`config.mk`:
```
export PLATFORM = sky130hd
export DESIGN_NAME = jescpu_core
export DESIGN_NICKNAME = d
export VERILOG_FILES = /design/src/rtl/jescpu_pkg.sv /design/src/rtl/jescpu_alu.sv /design/src/rtl/jescpu_core.sv
export SDC_FILE = /design/constraint.sdc
export NUM_CORES = 1
export LEC_CHECK = 0
export ABC_AREA = 1
export BUFFER_PORTS_ARGS = -buffer_cell sky130_fd_sc_hd__buf_2
export CAP_MARGIN = 20
export CORE_MARGIN = 2
export CORE_UTILIZATION = 57
export DETAILED_ROUTE_END_ITERATION = 6
export HOLD_SLACK_MARGIN = 0.06
export PLACE_DENSITY = 0.93
export SLEW_MARGIN = 15
export SYNTH_ARGS = -nofsm -noshare
export SYNTH_HDL_FRONTEND = slang
export SYNTH_SLANG_ARGS = --single-unit
```
`constraint.sdc`:
```
create_clock -name clk -period 2.85 [get_ports clk]
set_input_delay 0.1425 -clock clk [delete_from_list [all_inputs] [get_ports clk]]
set_output_delay 0.1425 -clock clk [all_outputs]
set_load 0.05 [all_outputs]
```
`src/rtl/jescpu_pkg.sv`:
```
`default_nettype none
// ============================================================================
// Module      : jescpu_pkg
// Description : Shared constants for the jescpu core: opcodes, sequencer
//               states, halt reason codes and instruction lengths.
// Revision    : 1.0 - initial parametrised release
// ============================================================================
package jescpu_pkg;

    // Opcode map; anything at or above NUMOPS is illegal
    localparam int NUMOPS = 12;

    localparam logic [3:0] OP_NOP  = 4'd0;
    localparam logic [3:0] OP_JMP  = 4'd1;
    localparam logic [3:0] OP_JZ   = 4'd2;
    localparam logic [3:0] OP_COPY = 4'd3;
    localparam logic [3:0] OP_ADD  = 4'd4;
    localparam logic [3:0] OP_SUB  = 4'd5;
    localparam logic [3:0] OP_XOR  = 4'd6;
    localparam logic [3:0] OP_AND  = 4'd7;
    localparam logic [3:0] OP_OR   = 4'd8;
    localparam logic [3:0] OP_NOT  = 4'd9;
    localparam logic [3:0] OP_OUT  = 4'd10;
    localparam logic [3:0] OP_IN   = 4'd11;

    // Sequencer states
    typedef enum logic [2:0] {
        S_OP   = 3'd0,
        S_A    = 3'd1,
        S_B    = 3'd2,
        S_LA   = 3'd3,
        S_LB   = 3'd4,
        S_EXEC = 3'd5,
        S_WR   = 3'd6,
        S_HALT = 3'd7
    } state_e;

    // Halt reason codes
    localparam logic [1:0] HALT_NONE  = 2'd0;
    localparam logic [1:0] HALT_ILLOP = 2'd1;
    localparam logic [1:0] HALT_PORT  = 2'd2;

    // Instruction lengths in words
    localparam int LEN_NOP = 1;
    localparam int LEN_NOT = 2;
    localparam int LEN_STD = 3;

endpackage
`default_nettype wire

```
`src/rtl/jescpu_alu.sv`:
```
`default_nettype none
// ============================================================================
// Module      : jescpu_alu
// Description : Combinational data path for the write-back opcodes; all
//               results wrap modulo 2^DW.
// Revision    : 1.0 - initial parametrised release
// ============================================================================
module jescpu_alu
    import jescpu_pkg::*;
#(
    parameter int DW = 8
) (
    input  logic [3:0]    i_opcode,
    input  logic [DW-1:0] i_v1,
    input  logic [DW-1:0] i_v2,
    output logic [DW-1:0] o_result
);

    // Result selection by opcode; non-ALU opcodes yield zero
    always_comb begin
        o_result = '0;
        case (i_opcode)
            OP_COPY: o_result = i_v2;
            OP_ADD:  o_result = i_v1 + i_v2;
            OP_SUB:  o_result = i_v1 - i_v2;
            OP_XOR:  o_result = i_v1 ^ i_v2;
            OP_AND:  o_result = i_v1 & i_v2;
            OP_OR:   o_result = i_v1 | i_v2;
            OP_NOT:  o_result = ~i_v1;
            default: o_result = '0;
        endcase
    end

endmodule
`default_nettype wire

```
`src/rtl/jescpu_core.sv`:
```
`default_nettype none
// ============================================================================
// Module      : jescpu_core
// Description : Parametrised memory-to-memory CPU with a req/ack memory port,
//               NPORTS I/O ports, run/pause control and sticky halt.
// Revision    : 1.0 - initial parametrised release
// ============================================================================
module jescpu_core
    import jescpu_pkg::*;
#(
    parameter int            DW       = 8,
    parameter int            AW       = 8,
    parameter int            NPORTS   = 4,
    parameter logic [AW-1:0] RESET_PC = '0
) (
    input  logic                 clk,
    input  logic                 rst,
    input  logic                 run,
    output logic                 mem_req,
    output logic                 mem_we,
    output logic [AW-1:0]        mem_addr,
    output logic [DW-1:0]        mem_wdata,
    input  logic [DW-1:0]        mem_rdata,
    input  logic                 mem_ack,
    input  logic [NPORTS*DW-1:0] in_data,
    output logic [NPORTS*DW-1:0] out_data,
    output logic [NPORTS-1:0]    out_stb,
    output logic                 retire,
    output logic                 halted,
    output logic [1:0]           halt_code,
    output logic [AW-1:0]        pc
);

    state_e              r_state;
    logic [AW-1:0]       r_pc;
    logic [AW-1:0]       r_op1;
    logic [AW-1:0]       r_op2;
    logic [3:0]          r_opc;
    logic [DW-1:0]       r_v1;
    logic [DW-1:0]       r_v2;
    logic [DW-1:0]       r_result;
    logic                r_busy;
    logic                r_retire;
    logic [NPORTS-1:0]   r_stb;
    logic                r_halted;
    logic [1:0]          r_halt_code;
    logic [DW-1:0]       r_out [NPORTS];

    logic                w_mem_state;
    logic                w_done;
    logic [DW-1:0]       w_alu;
    logic [DW-1:0]       w_in_sel;
    logic                w_port_ok;

    jescpu_alu #(.DW(DW)) u_alu (
        .i_opcode (r_opc),
        .i_v1     (r_v1),
        .i_v2     (r_v2),
        .o_result (w_alu)
    );

    // Request qualification: an opcode fetch only launches while running,
    // but once launched (r_busy) it is held until acknowledged
    always_comb begin
        w_mem_state = 1'b0;
        case (r_state)
            S_OP:                          w_mem_state = run | r_busy;
            S_A, S_B, S_LA, S_LB, S_WR:    w_mem_state = 1'b1;
            default:                       w_mem_state = 1'b0;
        endcase
    end

    assign mem_req   = ~rst & w_mem_state;
    assign mem_we    = ~rst & (r_state == S_WR);
    assign mem_wdata = r_result;
    assign w_done    = mem_req & mem_ack;

    // Address source per state; all sources are registers so they stay
    // stable for the whole transaction
    always_comb begin
        mem_addr = r_pc;
        case (r_state)
            S_A:     mem_addr = r_pc + AW'(1);
            S_B:     mem_addr = r_pc + AW'(2);
            S_LA:    mem_addr = r_op1;
            S_LB:    mem_addr = r_op2;
            S_WR:    mem_addr = r_op1;
            default: mem_addr = r_pc;
        endcase
    end

    // Input port select and port-range check on operand2
    always_comb begin
        w_in_sel  = '0;
        w_port_ok = 1'b0;
        for (int p = 0; p < NPORTS; p++) begin
            if (int'(r_op2) == p) begin
                w_in_sel  = in_data[p*DW +: DW];
                w_port_ok = 1'b1;
            end
        end
    end

    // Instruction sequencer with registered port, retire and halt outputs
    always_ff @(posedge clk) begin
        if (rst) begin
            r_state     <= S_OP;
            r_pc        <= RESET_PC;
            r_op1       <= '0;
            r_op2       <= '0;
            r_opc       <= OP_NOP;
            r_v1        <= '0;
            r_v2        <= '0;
            r_result    <= '0;
            r_busy      <= 1'b0;
            r_retire    <= 1'b0;
            r_stb       <= '0;
            r_halted    <= 1'b0;
            r_halt_code <= HALT_NONE;
            for (int p = 0; p < NPORTS; p++) r_out[p] <= '0;
        end else begin
            r_retire <= 1'b0;
            r_stb    <= '0;
            r_busy   <= (r_state == S_OP) && mem_req && !mem_ack;
            case (r_state)
                S_OP: if (w_done) begin
                    if (mem_rdata == DW'(OP_NOP)) begin
                        r_pc     <= r_pc + AW'(LEN_NOP);
                        r_retire <= 1'b1;
                    end else if (mem_rdata >= DW'(NUMOPS)) begin
                        r_state     <= S_HALT;
                        r_halted    <= 1'b1;
                        r_halt_code <= HALT_ILLOP;
                    end else begin
                        r_opc   <= mem_rdata[3:0];
                        r_state <= S_A;
                    end
                end
                S_A: if (w_done) begin
                    r_op1 <= mem_rdata[AW-1:0];
                    if (r_opc == OP_JMP)      r_state <= S_EXEC;
                    else if (r_opc == OP_NOT) r_state <= S_LA;
                    else                      r_state <= S_B;
                end
                S_B: if (w_done) begin
                    r_op2 <= mem_rdata[AW-1:0];
                    if (r_opc == OP_COPY)    r_state <= S_LB;
                    else if (r_opc == OP_IN) r_state <= S_EXEC;
                    else                     r_state <= S_LA;
                end
                S_LA: if (w_done) begin
                    r_v1 <= mem_rdata;
                    if (r_opc == OP_NOT || r_opc == OP_JZ || r_opc == OP_OUT)
                        r_state <= S_EXEC;
                    else
                        r_state <= S_LB;
                end
                S_LB: if (w_done) begin
                    r_v2    <= mem_rdata;
                    r_state <= S_EXEC;
                end
                S_EXEC: begin
                    case (r_opc)
                        OP_JMP: begin
                            r_pc     <= r_op1;
                            r_retire <= 1'b1;
                            r_state  <= S_OP;
                        end
                        OP_JZ: begin
                            r_pc     <= (r_v1 == '0) ? r_op2 : r_pc + AW'(LEN_STD);
                            r_retire <= 1'b1;
                            r_state  <= S_OP;
                        end
                        OP_OUT: begin
                            if (w_port_ok) begin
                                for (int p = 0; p < NPORTS; p++) begin
                                    if (int'(r_op2) == p) begin
                                        r_out[p] <= r_v1;
                                        r_stb[p] <= 1'b1;
                                    end
                                end
                                r_pc     <= r_pc + AW'(LEN_STD);
                                r_retire <= 1'b1;
                                r_state  <= S_OP;
                            end else begin
                                r_state     <= S_HALT;
                                r_halted    <= 1'b1;
                                r_halt_code <= HALT_PORT;
                            end
                        end
                        OP_IN: begin
                            if (w_port_ok) begin
                                r_result <= w_in_sel;
                                r_state  <= S_WR;
                            end else begin
                                r_state     <= S_HALT;
                                r_halted    <= 1'b1;
                                r_halt_code <= HALT_PORT;
                            end
                        end
                        default: begin
                            r_result <= w_alu;
                            r_state  <= S_WR;
                        end
                    endcase
                end
                S_WR: if (w_done) begin
                    r_pc     <= r_pc + ((r_opc == OP_NOT) ? AW'(LEN_NOT) : AW'(LEN_STD));
                    r_retire <= 1'b1;
                    r_state  <= S_OP;
                end
                default: ;
            endcase
        end
    end

    generate
        for (genvar gp = 0; gp < NPORTS; gp++) begin : g_port
            assign out_data[gp*DW +: DW] = r_out[gp];
        end
    endgenerate

    assign out_stb   = r_stb;
    assign retire    = r_retire;
    assign halted    = r_halted;
    assign halt_code = r_halt_code;
    assign pc        = r_pc;

endmodule
`default_nettype wire

```
==> impl_metrics.ini, run 1 <==
[status]
outcome = completed

[synthesis]
syn_area_per_cell_um2 = 6.86
synth-seq-cells = 96
synth-compound-area-share = 0.163
synthSimpleGateAreaFrac = 0.314
synthAdderAreaFrac = 0.0634
synthMuxAreaShare = 0
ys_warn_count = 0
syn_nets = 984
synth_xor_xnor_area_share = 0.0183
yosysTopAreaCellShare = 0.206
synth_top_family_by_area = simple AND/OR/NAND/NOR gates
ys_seq_area_frac = 0.360
syn_inst = 909
synth.cell_area_um2 = 6230
synth_top_cell_by_area = dfxtp_1
synthTopCellsByArea = dfxtp_1 (21%), edfxtp_1 (15%), nand2_1 (13%)
yosysUniqueCellTypes = 39

[place]
routabilityCongestion = 0.987
hpwl_mm = 13.6
place_worst_setup_slack_ns = 0.427
portBuffers = 109

[hold_path]
hold_depth = 3
hp-class = input port to flip-flop
holdPathEnd = r_op1[7]$_SDFFE_PP0P_
hp-start = mem_rdata[7]

[detailed_routing]
vias_per_cell = 5.75
postRouteAntennaNets = 0
wl_met1_mm = 7.20
wl_mm = 18.3
top_layer = met4
drc = 0
wl_per_cell_um = 15.7
vias = 6699
drt_first_pass_iters = 7
dr.first_iter.drc_count = 775
wl_met2_mm = 8.42
wl_met3_mm = 1.94

[clock_tree]
clkTransAtPathRegs_ns = 0.11
cts.sinks = 96
clock-root-buffer = clkbuf_8
cts_tree = yes
post_cts_resized = 0
cts_buffer_depth = 2
htreeDepth = 3
cts_setup_buffers = 0
cts-buffers-inserted = 9
clk_latency_ns = 0.39

[setup_path]
reg2reg_to = mem_wdata[7]$_SDFFE_PP0P_
r2r_cells = 18
worstReg2RegStart = r_v2[0]$_SDFFE_PP0P_
crit_path_start_kind = flip-flop
required_ns = 2.71
crit_start = pc[2]$_SDFFE_PP0P_
cp-end-kind = primary output
critPathArrivalTime_ns = 2.40
crit_type = flip-flop to primary output
r2r_slack_ns = 0.43
crit_fanout = 10

[timing]
rsz0062_at_grt = false
setup-violations-final = 0
maxSlewViolCount = 0
slew_headroom = 0.505
hold_viol = 0
hold_ws_ns = 0.0755
fin_skew_ns = 0.0191
fin_tns_setup_ns = 0
period_share = 0.892
fin_ws_ns = 0.306
timing.fmax_ghz = 0.393
worst_slew_pin_slew_ns = 0.740
min_period_ns = 2.54

[flow_run]
max-cap-violations = 0

[cells_and_area]
multiInputGateArea_um2 = 3480
antenna_cells = 0
syn2layout_area_growth_pct = 14.6
nFillCells = 971
final_cell_mix = nand2_1 (219), nor2_1 (109), buf_2 (109), inv_1 (96), a21oi_1 (78)
final_common_cell = nand2_1
layout.nets = 1096
regArea_um2 = 2240
drive_above_1_share = 0.168

[pwr]
pwr_density_cell_nw_per_um2 = 594
total_leakage_power_nw = 3.40
irDropWorstVdd_mv = 0.482

[global_route]
grt_max_degree = 41
grt_pass1_wl_mm = 28.9
antenna_found_initial = 0
grt_overflow = 0
grt_pass1_vias = 6137
grt_usage = 0.316

[die]
die_y_um = 109
rows = 38
ioPinCount = 110
die_area_um2 = 11800
core-area_um2 = 10700
start_util = 0.580
die_w_um = 109
-- power breakdown --
part | leakage, nW | switching, mW | internal [mW]
clock network | 0.0961 | 0.546 | 0.338
registers | 0.848 | 0.0893 | 1.52
logic | 2.46 | 1.26 | 0.498
total | 3.40 | 1.89 | 2.35
-- what timing repair did --
action | CTS | global route
hold buffers | 1 | 0
hold endpoints to repair | 1 | 0
endpoints found under the setup margin | 0 | 0
-- synth_stat cells --
| cell type | n |
|---|---|
| nand2_4 | 2 |
| o21a_1 | 1 |
| or2_2 | 4 |
| o2111ai_1 | 4 |
| a211oi_1 | 1 |
| a32oi_1 | 1 |
| nand4_1 | 13 |
| a21oi_1 | 78 |
| a21boi_0 | 1 |
| nor2_4 | 2 |
| xnor2_1 | 1 |
| o211ai_1 | 5 |
| inv_1 | 96 |
| nor2_8 | 1 |
| nand4_2 | 1 |
| nand2_1 | 219 |
| inv_2 | 12 |
| xor2_1 | 12 |
| o22ai_1 | 11 |
| clkinv_1 | 4 |
| buf_2 | 10 |
| a221oi_1 | 1 |
| nor2_1 | 109 |
| o21bai_1 | 9 |
| fa_1 | 1 |
| edfxtp_1 | 32 |
| o21ai_0 | 61 |
| nand2_2 | 5 |
| dfxtp_1 | 64 |
| nand3_2 | 3 |
| ha_1 | 30 |
| nand3_1 | 75 |
| o31ai_1 | 1 |
| o21ai_1 | 8 |
| clkbuf_1 | 10 |
| nor3_2 | 2 |
| a22oi_1 | 3 |
| nor2_2 | 5 |
| nor3_1 | 11 |
-- registers in the layout, indices dropped and copies added (netlist names), 8 cells and up --
signal	cells
r_op2	8
r_op1	8
mem_wdata	8
r_v1	8
r_out	32
r_v2	8
pc	8
-- metal layers --
layer / GRT usage / vias to the layer above
met1: 0.389 / 2969
met3: 0.0717 / 73
met4: 0.178 / 0
met5: 0 / -
li1: - / 3244
met2: 0.511 / 413
-- cell type report --
type | count | share of cell area
Multi-Input combinational cell | 681 | 0.487
Clock inverter | 7 | 0.00858
Timing Repair Buffer | 121 | 0.0893
Inverter | 112 | 0.0589
Tap cell | 140 | 0.0245
Sequential cell | 96 | 0.314
Clock buffer | 9 | 0.0173
-- kinds of logic after synthesis --
group / Yosys count
simple gates: 452
xor+xnor: 13
flops: 96
buf+inv: 132
fa+ha+maj: 31
compound gates: 185
-- metrics by stage --
stage / total power [mW] / util / std cells / instance area (um2)
4_1_cts: 4.21 / 0.665 / 1166 / 7140
3_5_place_dp: 3.34 / 0.647 / 1149 / 6950
5_1_grt: 4.48 / 0.665 / 1166 / 7140
2_1_floorplan: 2.91 / - / 909 / 6230
3_3_place_gp: 3.32 / 0.647 / 1149 / 6950
6_report: 4.24 / 0.665 / 1166 / 7140
-- how the worst max path moves through the flow --
stage | cells after the start | end | slack, ns
3_3_place_gp | 14 | mem_wdata[6]$_SDFFE_PP0P_ | 0.49
5_1_grt | 16 | mem_wdata[7]$_SDFFE_PP0P_ | 0.13
6_report | 10 | mem_addr[7] | 0.31
4_1_cts | 10 | mem_addr[7] | 0.36
2_1_floorplan | 3 | mem_addr[2] | 0.64
3_5_place_dp | 14 | mem_wdata[6]$_SDFFE_PP0P_ | 0.43
-- critical path, stage by stage, from the launching register on --
cell,delay (ns)
dfxtp_1,0.57
ha_1,0.38
nand2_1,0.15
inv_1,0.10
nand2_1,0.06
xor2_1,0.19
nand2_1,0.08
o211ai_1,0.08
a21oi_1,0.06
nand2_1,0.07
buf_2,0.26
(Power assumes the default switching activity.)
==> run 2, diff against run 1 <==
clock period = 2.4 ns   (was 2.85 ns; I/O delays follow)
==> impl_metrics.ini, run 2 (synthesis results as in run 1) <==
[status]
outcome = completed

[setup_path]
critPathArrivalTime_ns = 2.55
slowest_stage = dfxtp_4
crit_top_cell = nand2_1
cp_cell_sequence = inv_4 > ha_4 > inv_1 > nor3_2 > inv_1 > nand2_1 > xor2_1 > ha_1 > nand2_2 > or2_2 > nand3_1 > nand2_1 > nand3_1 > nand2_1 > nor2_1 > nor2_1
crit_end = mem_wdata[5]$_SDFFE_PP0P_
crit_path_start_kind = flip-flop
crit_type = flip-flop to flip-flop
reg2reg_to = mem_wdata[5]$_SDFFE_PP0P_
worstReg2RegStart = r_v2[0]$_SDFFE_PP0P_
crit_buf_inv = 3
r2r_slack_ns = 0.13
r2r_cells = 16
path_delay_family = simple AND/OR/NAND/NOR gates
crit_start = r_v2[0]$_SDFFE_PP0P_
required_ns = 2.68
crit_fanout = 5
cp-end-kind = flip-flop
path_depth = 16
max_stage_delay_ns = 0.39

[timing]
worst_slew_pin_slew_ns = 0.487
period_share = 0.946
fin_skew_ns = 0.0142
setup-violations-final = 0
maxSlewViolCount = 0
rsz0062_at_grt = true
hold_viol = 0
min_period_ns = 2.27
timing.fmax_ghz = 0.441
slew_headroom = 0.674
fin_ws_ns = 0.130

[pwr]
p_total_mw = 5.11
p_int_mw = 2.84
irDropWorstVdd_mv = 0.654
clkPwrFrac = 0.205
power_switching_mw = 2.28
total_leakage_power_nw = 3.49
pwr-share-seq = 0.371
swShare = 0.445
pwr_density_cell_nw_per_um2 = 699
comb_power_share = 0.423

[global_route]
grt_max_degree = 40
grt_overflow = 0
antenna_found_initial = 0
grt_usage = 0.327
grt_pass1_vias = 6266
grt_pass1_wl_mm = 30.2

[hold_path]
hp-class = input port to flip-flop
hp-start = mem_rdata[0]

[detailed_routing]
drt_first_pass_iters = 5
wl_per_cell_um = 16.1
wl_mm = 18.9
postRouteAntennaNets = 0
drc = 0
dr.first_iter.drc_count = 756
vias_per_cell = 5.85
vias = 6900

[cells_and_area]
drive_above_1_share = 0.200
largest_register_ffs = 32
antenna_cells = 0
final_cell_mix = nand2_1 (215), nor2_1 (107), buf_2 (107), inv_1 (92), a21oi_1 (76)
final_util = 0.681
final_common_cell = nand2_1
syn2layout_area_growth_pct = 17.4
regMostFlops = r_out
stdcell_count = 1179
layout.nets = 1109

[place]
place_worst_setup_slack_ns = 0.0118
hpwl_mm = 14.1
dp_cells = 1160
portBuffers = 109
routabilityCongestion = 0.970

[clock_tree]
cts.sinks = 96
clk_latency_ns = 0.38
clkTransAtPathRegs_ns = 0.11
cts_tree = yes
cts-buffers-inserted = 9
cts_buffer_depth = 2
htreeDepth = 3
clock-root-buffer = clkbuf_8

[die]
ioPinCount = 110
die_area_um2 = 11800
core-area_um2 = 10700
rows = 38
die_y_um = 109
start_util = 0.580
die_w_um = 109

[flow_run]
max-cap-violations = 0
[run 2: changes by cell type in the layout (fill, tap and decap cells not counted), sizes merged]
cell / previous run / this run
clkbuf: 9 / 11
inv: 113 / 112
clkinv: 6 / 7
buf: 120 / 131
[run 2: how the worst min path moves through the flow]
| stage | endpoint | slack, ns | cells after the start |
|---|---|---|---|
| floorplan | r_busy$_SDFF_PP0_ | 0.20 | 1 |
| global placement | r_busy$_SDFF_PP0_ | 0.32 | 2 |
| detailed placement | r_busy$_SDFF_PP0_ | 0.34 | 2 |
| CTS | r_op1[0]$_SDFFE_PP0P_ | 0.08 | 3 |
| global route | r_op1[0]$_SDFFE_PP0P_ | 0.10 | 3 |
| finish | r_op1[0]$_SDFFE_PP0P_ | 0.08 | 3 |
[run 2: metrics by stage]
stage	hold slack (ns)	setup TNS [ns]	area (um2)
after global routing	0.101	-0.103	7320
after CTS	0.0766	0	7230
final	0.0816	0	7320
after global placement	0.320	0	7030
after floorplan	0.199	0	6230
after detailed placement	0.343	0	7030
[run 2: area by class of cell]
type	count	area [um2]
multi-input combinational	681	3540
fill	903	3430
sequential	96	2250
timing repair buffer	134	741
inverter	112	425
tap	140	175
clock buffer	9	124
clock inverter	7	62.6
[run 2: worst register-to-register path, stage by stage (launching register included)]
cell     delay [ns]
dfxtp_4        0.39
inv_4          0.05
ha_4           0.15
inv_1          0.08
nor3_2         0.04
inv_1          0.09
nand2_1        0.07
xor2_1         0.14
ha_1           0.36
nand2_2        0.09
or2_2          0.32
nand3_1        0.08
nand2_1        0.05
nand3_1        0.07
nand2_1        0.06
nor2_1         0.09
nor2_1         0.04
[run 2: power by group through the flow]
stage          clock (mW)  combinational, mW  sequential, mW
4_1_cts              1.05               2.06            1.90
2_1_floorplan           0               1.33            2.13
3_3_place_gp            0               2.01            1.93
5_1_grt              1.11               2.38            1.92
6_report             1.05               2.16            1.90
3_5_place_dp            0               2.05            1.93
[run 2: routing by layer]
layer  part of all wire  routed length, um  up-vias  global-route usage
met5                  0                  0        -                   0
li1                   -                  -     3265                   -
met2               0.45               8470      443               0.515
met4              0.059               1110        0               0.203
met1               0.38               7190     3097               0.415
met3               0.11               2170       95              0.0579
[run 2: what timing repair did]
action,in CTS,in global routing
hold buffers,1,0
setup buffers,0,2
hold endpoints to repair,1,0
cloned,0,0
gates resized for setup,1,29
pin swaps,0,9
endpoints found under the setup margin,2,10
==> run 3, diff against run 2 <==
CORE_UTILIZATION = 51   (was 57)
PLACE_DENSITY = 0.89   (was 0.93)
clock period = 2.05 ns   (was 2.4 ns; I/O delays follow)
==> impl_metrics.ini, run 3 (synthesis results as in run 1) <==
[clock_tree]
clk_latency_ns = 0.36
cts-buffers-inserted = 9
cts_buffer_depth = 2
clkTransAtPathRegs_ns = 0.08
cts_tree = yes
clock-root-buffer = clkbuf_16
htreeDepth = 3
cts.sinks = 96

[cells_and_area]
antenna_cells = 0
fin_area_um2 = 8150
nFillCells = 962
largest_register_ffs = 32
regMostFlops = r_out
syn2layout_area_growth_pct = 30.8
layout.nets = 1165
drive_above_1_share = 0.289
final_common_cell = nand2_1
final_cell_mix = nand2_1 (203), nor2_1 (106), buf_2 (103), inv_1 (82), buf_4 (77)

[flow_run]
max-cap-violations = 0

[place]
portBuffers = 109
routabilityCongestion = 0.985
postPlaceCellArea_um2 = 7410
place_worst_setup_slack_ns = -0.165
hpwl_mm = 14.8

[timing]
min_period_ns = 2.28
rsz0062_at_grt = true
fin_skew_ns = 0.0123
setup-violations-final = 7
slew_headroom = 0.726
maxSlewViolCount = 0
fin_ws_ns = -0.227
worst_slew_pin_slew_ns = 0.409
timing.fmax_ghz = 0.439
period_share = 1.11
hold_viol = 0

[pwr]
irDropWorstVdd_mv = 0.657
pwr_density_cell_nw_per_um2 = 852
total_leakage_power_nw = 3.88
p_total_mw = 6.95

[detailed_routing]
wl_per_cell_um = 16.9
drc = 0
postRouteAntennaNets = 0
vias = 7290
drt_first_pass_iters = 5
vias_per_cell = 5.87
wl_mm = 21.0
dr.first_iter.drc_count = 879

[setup_path]
crit_fanout = 3
crit_type = flip-flop to flip-flop
crit_path_start_kind = flip-flop
critPathArrivalTime_ns = 2.53
cp-end-kind = flip-flop
required_ns = 2.30

[die]
start_util = 0.521
rows = 40
core-area_um2 = 12000
die_y_um = 115
die_area_um2 = 13100
die_w_um = 115
ioPinCount = 110

[global_route]
grt_pass1_wl_mm = 31.0
grt_pass1_vias = 6334
grt_usage = 0.303
grt_overflow = 0
grt_max_degree = 39
antenna_found_initial = 0

[hold_path]
hp-class = input port to flip-flop

[status]
outcome = finished with violations
violations = negative setup slack
[run 3: cell types whose count changed in the layout (fill, tap and decap cells not counted), moves of 8 or more]
cell       previous run  this run
buf_4                24        77
inv_2                14        26
nand2_1             215       203
inv_1                92        82
clkbuf_16             0         9
dfxtp_1              59        50
nand2_2               8        17
buf_6                 0         8
clkbuf_8              9         1
dfxtp_2               3        11
[run 3: final cells by class]
cell class	count	area (um2)	area share
Inverter	112	420	0.0516
Sequential cell	96	2270	0.278
Clock inverter	6	61.3	0.00752
Timing Repair Buffer	190	1200	0.147
Tap cell	147	184	0.0226
Clock buffer	10	239	0.0293
Multi-Input combinational cell	681	3780	0.463
[run 3: final timing paths]
check	endpoint	cells past startpoint	slack (ns)	from
max	mem_wdata[7]$_SDFFE_PP0P_	18	-0.23	r_v2[0]$_SDFFE_PP0P_
min reg2reg	halted$_SDFFE_PP0P_	2	0.45	halted$_SDFFE_PP0P_
min	r_op1[5]$_SDFFE_PP0P_	3	0.09	mem_rdata[5]
max reg2reg	mem_wdata[7]$_SDFFE_PP0P_	18	-0.23	r_v2[0]$_SDFFE_PP0P_
[run 3: critical path, cell delays in order (launching register included)]
cell and delay [ns]:
dfxtp_2 0.32, inv_2 0.07, ha_4 0.14, inv_2 0.04, nor3_2 0.12, inv_1 0.09
o31ai_2 0.23, xor2_1 0.20, ha_1 0.29, nand2_2 0.09, inv_2 0.04, a21oi_2 0.12
nand2_1 0.08, inv_1 0.05, nand2_1 0.05, nand3_1 0.07, nand3_1 0.08, nand2_1 0.07
inv_1 0.03
[run 3: per-stage QoR]
stage / hold WS [ns] / utilization / instances / setup TNS [ns]
final: 0.0919 / 0.681 / 1242 / -0.709
after global routing: 0.103 / 0.681 / 1242 / -1.70
after CTS: 0.0936 / 0.653 / 1233 / -0.215
after detailed placement: 0.315 / 0.619 / 1212 / -0.436
after global placement: 0.304 / 0.619 / 1212 / -0.138
after floorplan: 0.182 / - / 909 / -0.114
[run 3: power by group]
part | switching, mW | internal (mW) | leakage [nW]
registers | 0.125 | 2.11 | 0.856
logic | 2.01 | 0.978 | 2.88
clock network | 0.830 | 0.887 | 0.144
[run 3: layer usage]
| metal | part of all wire | wire length, um | vias up | GRT usage |
|---|---|---|---|---|
| met5 | 0 | 0 | - | 0 |
| met4 | 0.048 | 1000 | 0 | 0.172 |
| met3 | 0.10 | 2090 | 103 | 0.0625 |
| met2 | 0.46 | 9650 | 482 | 0.467 |
| met1 | 0.39 | 8290 | 3325 | 0.395 |
| li1 | - | - | 3380 | - |
[run 3: what timing repair did]
item / in CTS / in global routing
hold buffers: 1 / 0
buffers inserted: 4 / 10
hold endpoints to repair: 1 / 0
resized for setup: 23 / 79
endpoints found under the setup margin: 10 / 18
pin swaps: 6 / 25
